<file path="src/rtl/logic_gate_exerciser.sv">
// Drives the four {a,b} input combinations into an external gate stage for ROUNDS passes.
// It checks all seven gate responses on each vector and records the error count and the first failure.
module logic_gate_exerciser #(
  parameter int unsigned ROUNDS = 4,
  parameter int unsigned CNT_W  = 8
) (
  input  logic             clk,
  input  logic             rst,
  input  logic             start,
  output logic             a,
  output logic             b,
  input  logic             and_gate,
  input  logic             or_gate,
  input  logic             not_gate,
  input  logic             nand_gate,
  input  logic             nor_gate,
  input  logic             xor_gate,
  input  logic             xnor_gate,
  output logic             busy,
  output logic             done,
  output logic             pass,
  output logic [CNT_W-1:0] err_cnt,
  output logic             fail_valid,
  output logic [1:0]       fail_vec,
  output logic [6:0]       fail_mask
);

  typedef enum logic [1:0] {
    IDLE   = 2'd0,
    DRIVE  = 2'd1,
    SAMPLE = 2'd2,
    DONE   = 2'd3
  } state_t;

  localparam logic [7:0]       ROUND_LAST = 8'(ROUNDS - 1);
  localparam logic [CNT_W-1:0] ERR_MAX    = {CNT_W{1'b1}};
  localparam logic [CNT_W-1:0] ERR_ONE    = CNT_W'(1);

  // Expected responses, bit order {xnor,xor,nor,nand,not,or,and}
  function automatic logic [6:0] gate_model(input logic x, input logic y);
    return {~(x ^ y), x ^ y, ~(x | y), ~(x & y), ~x, x | y, x & y};
  endfunction

  state_t           state_r, state_s;
  logic [1:0]       vec_r, vec_s;
  logic [7:0]       round_r, round_s;
  logic [CNT_W-1:0] err_s;
  logic             a_s, b_s, busy_s, done_s, pass_s;
  logic             fail_valid_s;
  logic [1:0]       fail_vec_s;
  logic [6:0]       fail_mask_s;
  logic [6:0]       observed_s, mask_s;

  assign observed_s = {xnor_gate, xor_gate, nor_gate, nand_gate, not_gate, or_gate, and_gate};
  assign mask_s     = gate_model(a, b) ^ observed_s;

  // Next-state, datapath and next-output logic
  always_comb begin
    state_s      = state_r;
    vec_s        = vec_r;
    round_s      = round_r;
    err_s        = err_cnt;
    fail_valid_s = fail_valid;
    fail_vec_s   = fail_vec;
    fail_mask_s  = fail_mask;
    a_s          = a;
    b_s          = b;
    case (state_r)
      IDLE, DONE: begin
        if (start) begin
          state_s      = DRIVE;
          vec_s        = 2'd0;
          round_s      = 8'd0;
          err_s        = '0;
          fail_valid_s = 1'b0;
          fail_vec_s   = 2'd0;
          fail_mask_s  = 7'd0;
        end else begin
          state_s = state_r;
        end
      end
      DRIVE: begin
        a_s     = vec_r[1];
        b_s     = vec_r[0];
        state_s = SAMPLE;
      end
      SAMPLE: begin
        if (mask_s != 7'd0) begin
          err_s = (err_cnt == ERR_MAX) ? err_cnt : err_cnt + ERR_ONE;
          if (!fail_valid) begin
            fail_valid_s = 1'b1;
            fail_vec_s   = {a, b};
            fail_mask_s  = mask_s;
          end else begin
            fail_valid_s = fail_valid;
          end
        end else begin
          err_s = err_cnt;
        end
        vec_s = vec_r + 2'd1;
        if (vec_r == 2'd3) begin
          round_s = round_r + 8'd1;
        end else begin
          round_s = round_r;
        end
        if ((vec_r == 2'd3) && (round_r == ROUND_LAST)) begin
          state_s = DONE;
        end else begin
          state_s = DRIVE;
        end
      end
      default: state_s = IDLE;
    endcase
    busy_s = (state_s == DRIVE) || (state_s == SAMPLE);
    done_s = (state_s == DONE);
    pass_s = done_s && (err_s == '0);
  end

  // State and registered outputs, synchronous reset
  always_ff @(posedge clk) begin
    if (rst) begin
      state_r    <= IDLE;
      vec_r      <= 2'd0;
      round_r    <= 8'd0;
      a          <= 1'b0;
      b          <= 1'b0;
      busy       <= 1'b0;
      done       <= 1'b0;
      pass       <= 1'b0;
      err_cnt    <= '0;
      fail_valid <= 1'b0;
      fail_vec   <= 2'd0;
      fail_mask  <= 7'd0;
    end else begin
      state_r    <= state_s;
      vec_r      <= vec_s;
      round_r    <= round_s;
      a          <= a_s;
      b          <= b_s;
      busy       <= busy_s;
      done       <= done_s;
      pass       <= pass_s;
      err_cnt    <= err_s;
      fail_valid <= fail_valid_s;
      fail_vec   <= fail_vec_s;
      fail_mask  <= fail_mask_s;
    end
  end

endmodule
</file>
<file path="config.mk">
export PLATFORM = sky130hd
export DESIGN_NAME = logic_gate_exerciser
export DESIGN_NICKNAME = d
export VERILOG_FILES = /design/src/rtl/logic_gate_exerciser.sv
export SDC_FILE = /design/constraint.sdc
export NUM_CORES = 1
export LEC_CHECK = 0
export ABC_AREA = 1
export CORE_ASPECT_RATIO = 1.4
export CORE_MARGIN = 4
export CORE_UTILIZATION = 48
export DETAILED_ROUTE_END_ITERATION = 6
export PLACE_DENSITY_LB_ADDON = 0.15
export SKIP_LAST_GASP = 1
export SYNTH_ARGS = -nofsm -noshare
export SYNTH_HDL_FRONTEND = slang
export SYNTH_SLANG_ARGS = --single-unit
</file>
<file path="constraint.sdc">
create_clock -name clk -period 1.9 [get_ports clk]
set_input_delay 0.19 -clock clk [delete_from_list [all_inputs] [get_ports clk]]
set_output_delay 0.19 -clock clk [all_outputs]
set_load 0.1 [all_outputs]
</file>
Yosys cells after proc, flatten, opt, wreduce, memory -nomap -nowiden
Index checks and enable logic that the tools add are counted.
Widths: inputs -> output; s select.
{"block": "word_totals", "elab_cells": 70, "output_inout_bits": 23, "reg_bits": 35}
{"block": "op_classes", "muxes": 22, "addsub": 3, "n_eq_ne": 13, "n_reduce_logical": 12, "n_bitwise": 8}
{"operator": "$mux 8", "n": 5}
{"operator": "$pmux 8 s2", "n": 2}
{"operator": "$mux 7", "n": 3}
{"operator": "$add 8x1->8 const B", "n": 2}
{"operator": "$pmux 7 s2", "n": 1}
{"operator": "$eq 2x2->1 const B", "n": 5}
{"operator": "$mux 2", "n": 5}
{"operator": "$eq 8x2->1 const B", "n": 1}
{"operator": "$eq 8x8->1 const B", "n": 1}
{"operator": "$logic_not 8->1", "n": 1}
{"operator": "$ne 2x2->1 const B", "n": 4}
{"operator": "$pmux 2 s2", "n": 2}
{"operator": "$reduce_bool 7->1", "n": 1}
{"operator": "$xor 7x7->7", "n": 1}
{"operator": "$pmux 2 s3", "n": 1}
{"operator": "$reduce_and 3->1", "n": 2}
{"operator": "$eq 2x1->1 const B", "n": 2}
{"operator": "$not 1->1", "n": 4}
{"operator": "$reduce_and 4->1", "n": 1}
{"operator": "$add 2x1->2 const B", "n": 1}
{"operator": "$logic_and 1x1->1", "n": 2}
{"operator": "$logic_not 2->1", "n": 1}
{"operator": "$mux 1", "n": 2}
{"operator": "$pmux 1 s2", "n": 1}
{"operator": "7 further kinds", "n": 7}

Depth between registers and ports, before layout
{"block": "depth", "depth_word": 8, "depth_mapped": 17}

Least setup slack after synthesis
OpenSTA, ideal clock, no wires.
{"block": "synth_timing", "path_kind": "reg-to-reg", "startpoint": "register a", "endpoint": "register pass", "t_arrival_ns": 2.442, "setup_ns": 0.110, "required_ns": 1.790, "stages_incl_launch_ff": 18, "path_slack_ns": -0.652, "cell_sequence": "dfxtp_1 inv_2 ha_1 inv_1 nand2_1 nand2_1 nand2_2 nor2_4 nand2_4 buf_6 nand2_1 nand2_1 nand2_1 nand2_1 nand2_1 nor2_1 nand2_1 nor2_2"}
{"block": "synth_via", "elab_chain_len": 8, "elab_cells_between_ends": 13}
{"element": "start: declaration", "line": "10", "rtl": "output logic a,"}
{"element": "start signal: assignment", "line": "138", "rtl": "a <= a_s;"}
{"element": "$and 1x1->1, or another cell as far along", "line": "41", "rtl": "return {~(x ^ y), x ^ y, ~(x | y), ~(x & y), ~x, x | y, x & y};"}
{"element": "$not 1->1", "line": "41"}
{"element": "$xor 7x7->7 (*)", "line": "55", "rtl": "assign mask_s = gate_model(a, b) ^ observed_s;"}
{"element": "$reduce_bool 7->1 (*)", "line": "88", "rtl": "if (mask_s != 7'd0) begin"}
{"element": "$mux 8 (*)", "line": "88"}
{"element": "$pmux 8 s2 (*)", "line": "68", "rtl": "case (state_r)"}
{"element": "$logic_not 8->1 (*)", "line": "116", "rtl": "pass_s = done_s && (err_s == '0);"}
{"element": "$logic_and 1x1->1 (*)", "line": "116"}
{"element": "end signal: assignment", "line": "142", "rtl": "pass <= pass_s;"}
{"element": "end: declaration", "line": "21", "rtl": "output logic pass,"}
Mark *: on every way between the ends. The rest lies on a longest branch, timed or not.
A chain may end at the register's enable or synchronous reset.

Worst setup path after layout
Ends and elaborated chain as after synthesis.

==> run metrics <==
Tmin final 1900 ps; crit path kind reg2reg; Tot GR Track Use 18.4%; core area 3990 µm²; H-tree depth 2; Storage cell area 723 µm²; sequential fraction of the synthesis area 34.7%; Worst VDD drop 0.723 mV; initial core utilization 50.7%; Mapped Avg Cell Area between 7 and 8 µm²; slew of the pin with the lowest slew margin 317 ps; Slew headroom a little under 80%; endpoints failing hold 0; Core Rows 27; Worst path top cell family by delay simple AND/OR/NAND/NOR gates; Critical Path AT approximately 2100 ps; total chip power about 0.0032 W; Post-DP HPWL 3.47 mm; slowest CP cell dfxtp_4; Lkg Pwr 1.20 nW; Mapped Nets between 200 and 300; CP bufs+invs 2; most common cell after layout, fill and taps aside nand2_1; Final nets 345; Area Overhead vs Synth 30.1%; Clock transition at path regs 70 ps; largest net degree at the start of global routing 23; Post-synth EDFFs 0; I/O pin count 33; Antenna Nets Post-Route 0; diode count 0; clk buf depth 2; critical path startpoint category flip-flop; port bufs 32; Hold/Removal Path Class reg2reg; root buffer cell clkbuf_8; violated checks negative setup slack; ys async rst share 0%; Netlist cell types 35; Num CTS Buffers 5; crit-path max cell delay 380 ps; Fmax 526 MHz; status finished, violations left; vias in the first global route 1,783; post-DR wirelength/cell roughly 13 µm; area of the die 5330 µm²; Critical Path RT 2090 ps; initial drt markers 88; Vias/cell 5.16; Synth Register Bits 35; # fillers 363; final routed DRC violation total 0; RSZ-0062 raised after global routing true; Max Cap Viol 0; share of post-route cells with drive strength above 1 between 30 and 40%; CTS tree built; Mapped Area 2020 µm²; Slew Limit Fails 0; warnings from Yosys 0; PwrDens 1220 nW/µm²; pre-CTS setup slack -7.29 ps; first-pass GRT wire length between 7 and 8 mm; RD Place Congestion 0.855; chip width about 63 µm; final hold slack 470 ps; commonest non-fill, non-tap cells in the layout nand2_1 (67), buf_4 (33), inv_1 (30); grt ovf 0; Synth Instances about 280; Worst path most repeated cell nand2_1; DIE HEIGHT approximately 85 µm; WL final around 4.7 mm; Post-CTS Hold Buffers 0; Main synth FF type dfxtp_1; Multi-input gate area about 1200 µm²; TritonRoute pass-1 iters 4; final setup violation count 1; Crit. End Element flip-flop; period utilization 100%; Post-Route Skew 6.00 ps; crit path max fanout 6; CTS Sinks 35; antenna violations before repair 0; Skew-Pair Late Insertion Delay 290 ps; vias 1,910; worst-path cell chain inv_4 -> ha_4 -> nand2_1 -> nand2_2 -> nand2_2 -> nor2_4 -> nand2_4 -> buf_6 -> nand2_2 -> nand2_1 -> nand2_1 -> nand2_1 -> nand2_1 -> nor2_1 -> nand2_1 -> nor2_2; Final WS setup -2.83 ps
## state kept, by name, indices dropped and copies added (netlist names)
signal	cells
err_cnt	8
round_r	8
fail_mask	7
fail_vec	2
state_r	2
vec_r	2
a	1
b	1
busy	1
done	1
fail_valid	1
pass	1
## repair_timing
item / 4_1_cts / 5_1_grt
cloned: 0 / 1
endpoints found under the setup margin: 1 / 10
pin swaps: 0 / 6
resized for setup: 1 / 14
setup buffers: 0 / 3
endpoints found under the hold margin: 0 / 0
## cell type report
class,count,share of cell area [%]
clock inverter,2,2.28
timing repair buffer,45,14.1
multi-input combinational,204,46.0
clock buffer,6,2.76
inverter,35,5.28
tap,43,2.04
sequential,35,27.5
## synth_stat cells, types with 2 or more instances
| cell | number | area share, % |
|---|---|---|
| nor4_1 | 2 | 0.62 |
| nand3_2 | 2 | 0.99 |
| a21oi_1 | 21 | 5.2 |
| buf_6 | 3 | 1.7 |
| nand4_2 | 2 | 1.2 |
| nor3_1 | 5 | 1.2 |
| dfxtp_1 | 35 | 35 |
| nor2_1 | 19 | 3.5 |
| nand2_4 | 3 | 1.7 |
| nand3_1 | 20 | 5.0 |
| nand2_1 | 69 | 13 |
| nor3_2 | 3 | 1.5 |
| nand2_2 | 14 | 4.3 |
| inv_1 | 33 | 6.1 |
| nand4_1 | 2 | 0.62 |
| a21oi_2 | 8 | 3.5 |
| ha_1 | 9 | 5.6 |
| o21ai_0 | 6 | 1.5 |
| nor2_2 | 5 | 1.5 |
| nor2_4 | 2 | 1.1 |
## per-layer routing
| layer | track usage, % | vias up | share of wire, % |
|---|---|---|---|
| li1 | - | 997 | - |
| met1 | 19.2 | 859 | 40 |
| met2 | 33.7 | 38 | 53 |
| met3 | 4.55 | 16 | 3.7 |
| met4 | 9.24 | 0 | 3.2 |
| met5 | 0 | - | 0 |
## logic make-up (layout without fill, tap and decap cells)
family	Yosys count	in the layout	share of synthesized area, %
and+or+nand+nor	149	150	36.5
AOI/OAI and AO/OA	43	43	13.7
buffers and inverters	40	88	8.66
DFF	35	35	34.7
adders and majority gates	9	9	5.57
xor gates and xnor gates	2	2	0.866
## where the power goes
part	switching (W)	internal, W
clock network	0.000277	0.000525
registers	0.0000732	0.000821
logic	0.00100	0.000513
## metrics by stage
| step | util, % | cells | setup TNS (ps) | cell area (µm²) |
|---|---|---|---|---|
| 2_1_floorplan | - | 278 | -45.9 | 2070 |
| 3_3_place_gp | 60.7 | 358 | 0 | 2420 |
| 3_5_place_dp | 60.7 | 358 | -7.29 | 2420 |
| 4_1_cts | 64.2 | 366 | 0 | 2560 |
| 5_1_grt | 66.0 | 370 | -592 | 2630 |
| 6_report | 66.0 | 370 | -2.83 | 2630 |
## worst min-delay path: stages, from the launching register on
cell and delay (ps):
dfxtp_1 320, nand2_2 70, a21oi_2 40
## path summary, 6_finish.rpt
| check | start | endpoint | slack, ps | cells past startpoint |
|---|---|---|---|---|
| hold reg to reg | fail_mask[0]$_SDFFE_PP0P_ | fail_mask[0]$_SDFFE_PP0P_ | 470 | 2 |
| setup reg to reg | a$_SDFFE_PP0N_ | pass$_SDFF_PP0_ | -3 | 16 |
| hold / removal | fail_mask[0]$_SDFFE_PP0P_ | fail_mask[0]$_SDFFE_PP0P_ | 470 | 2 |
| setup / recovery | a$_SDFFE_PP0N_ | pass$_SDFF_PP0_ | -3 | 16 |
Power figures use the tool's default switching activity.
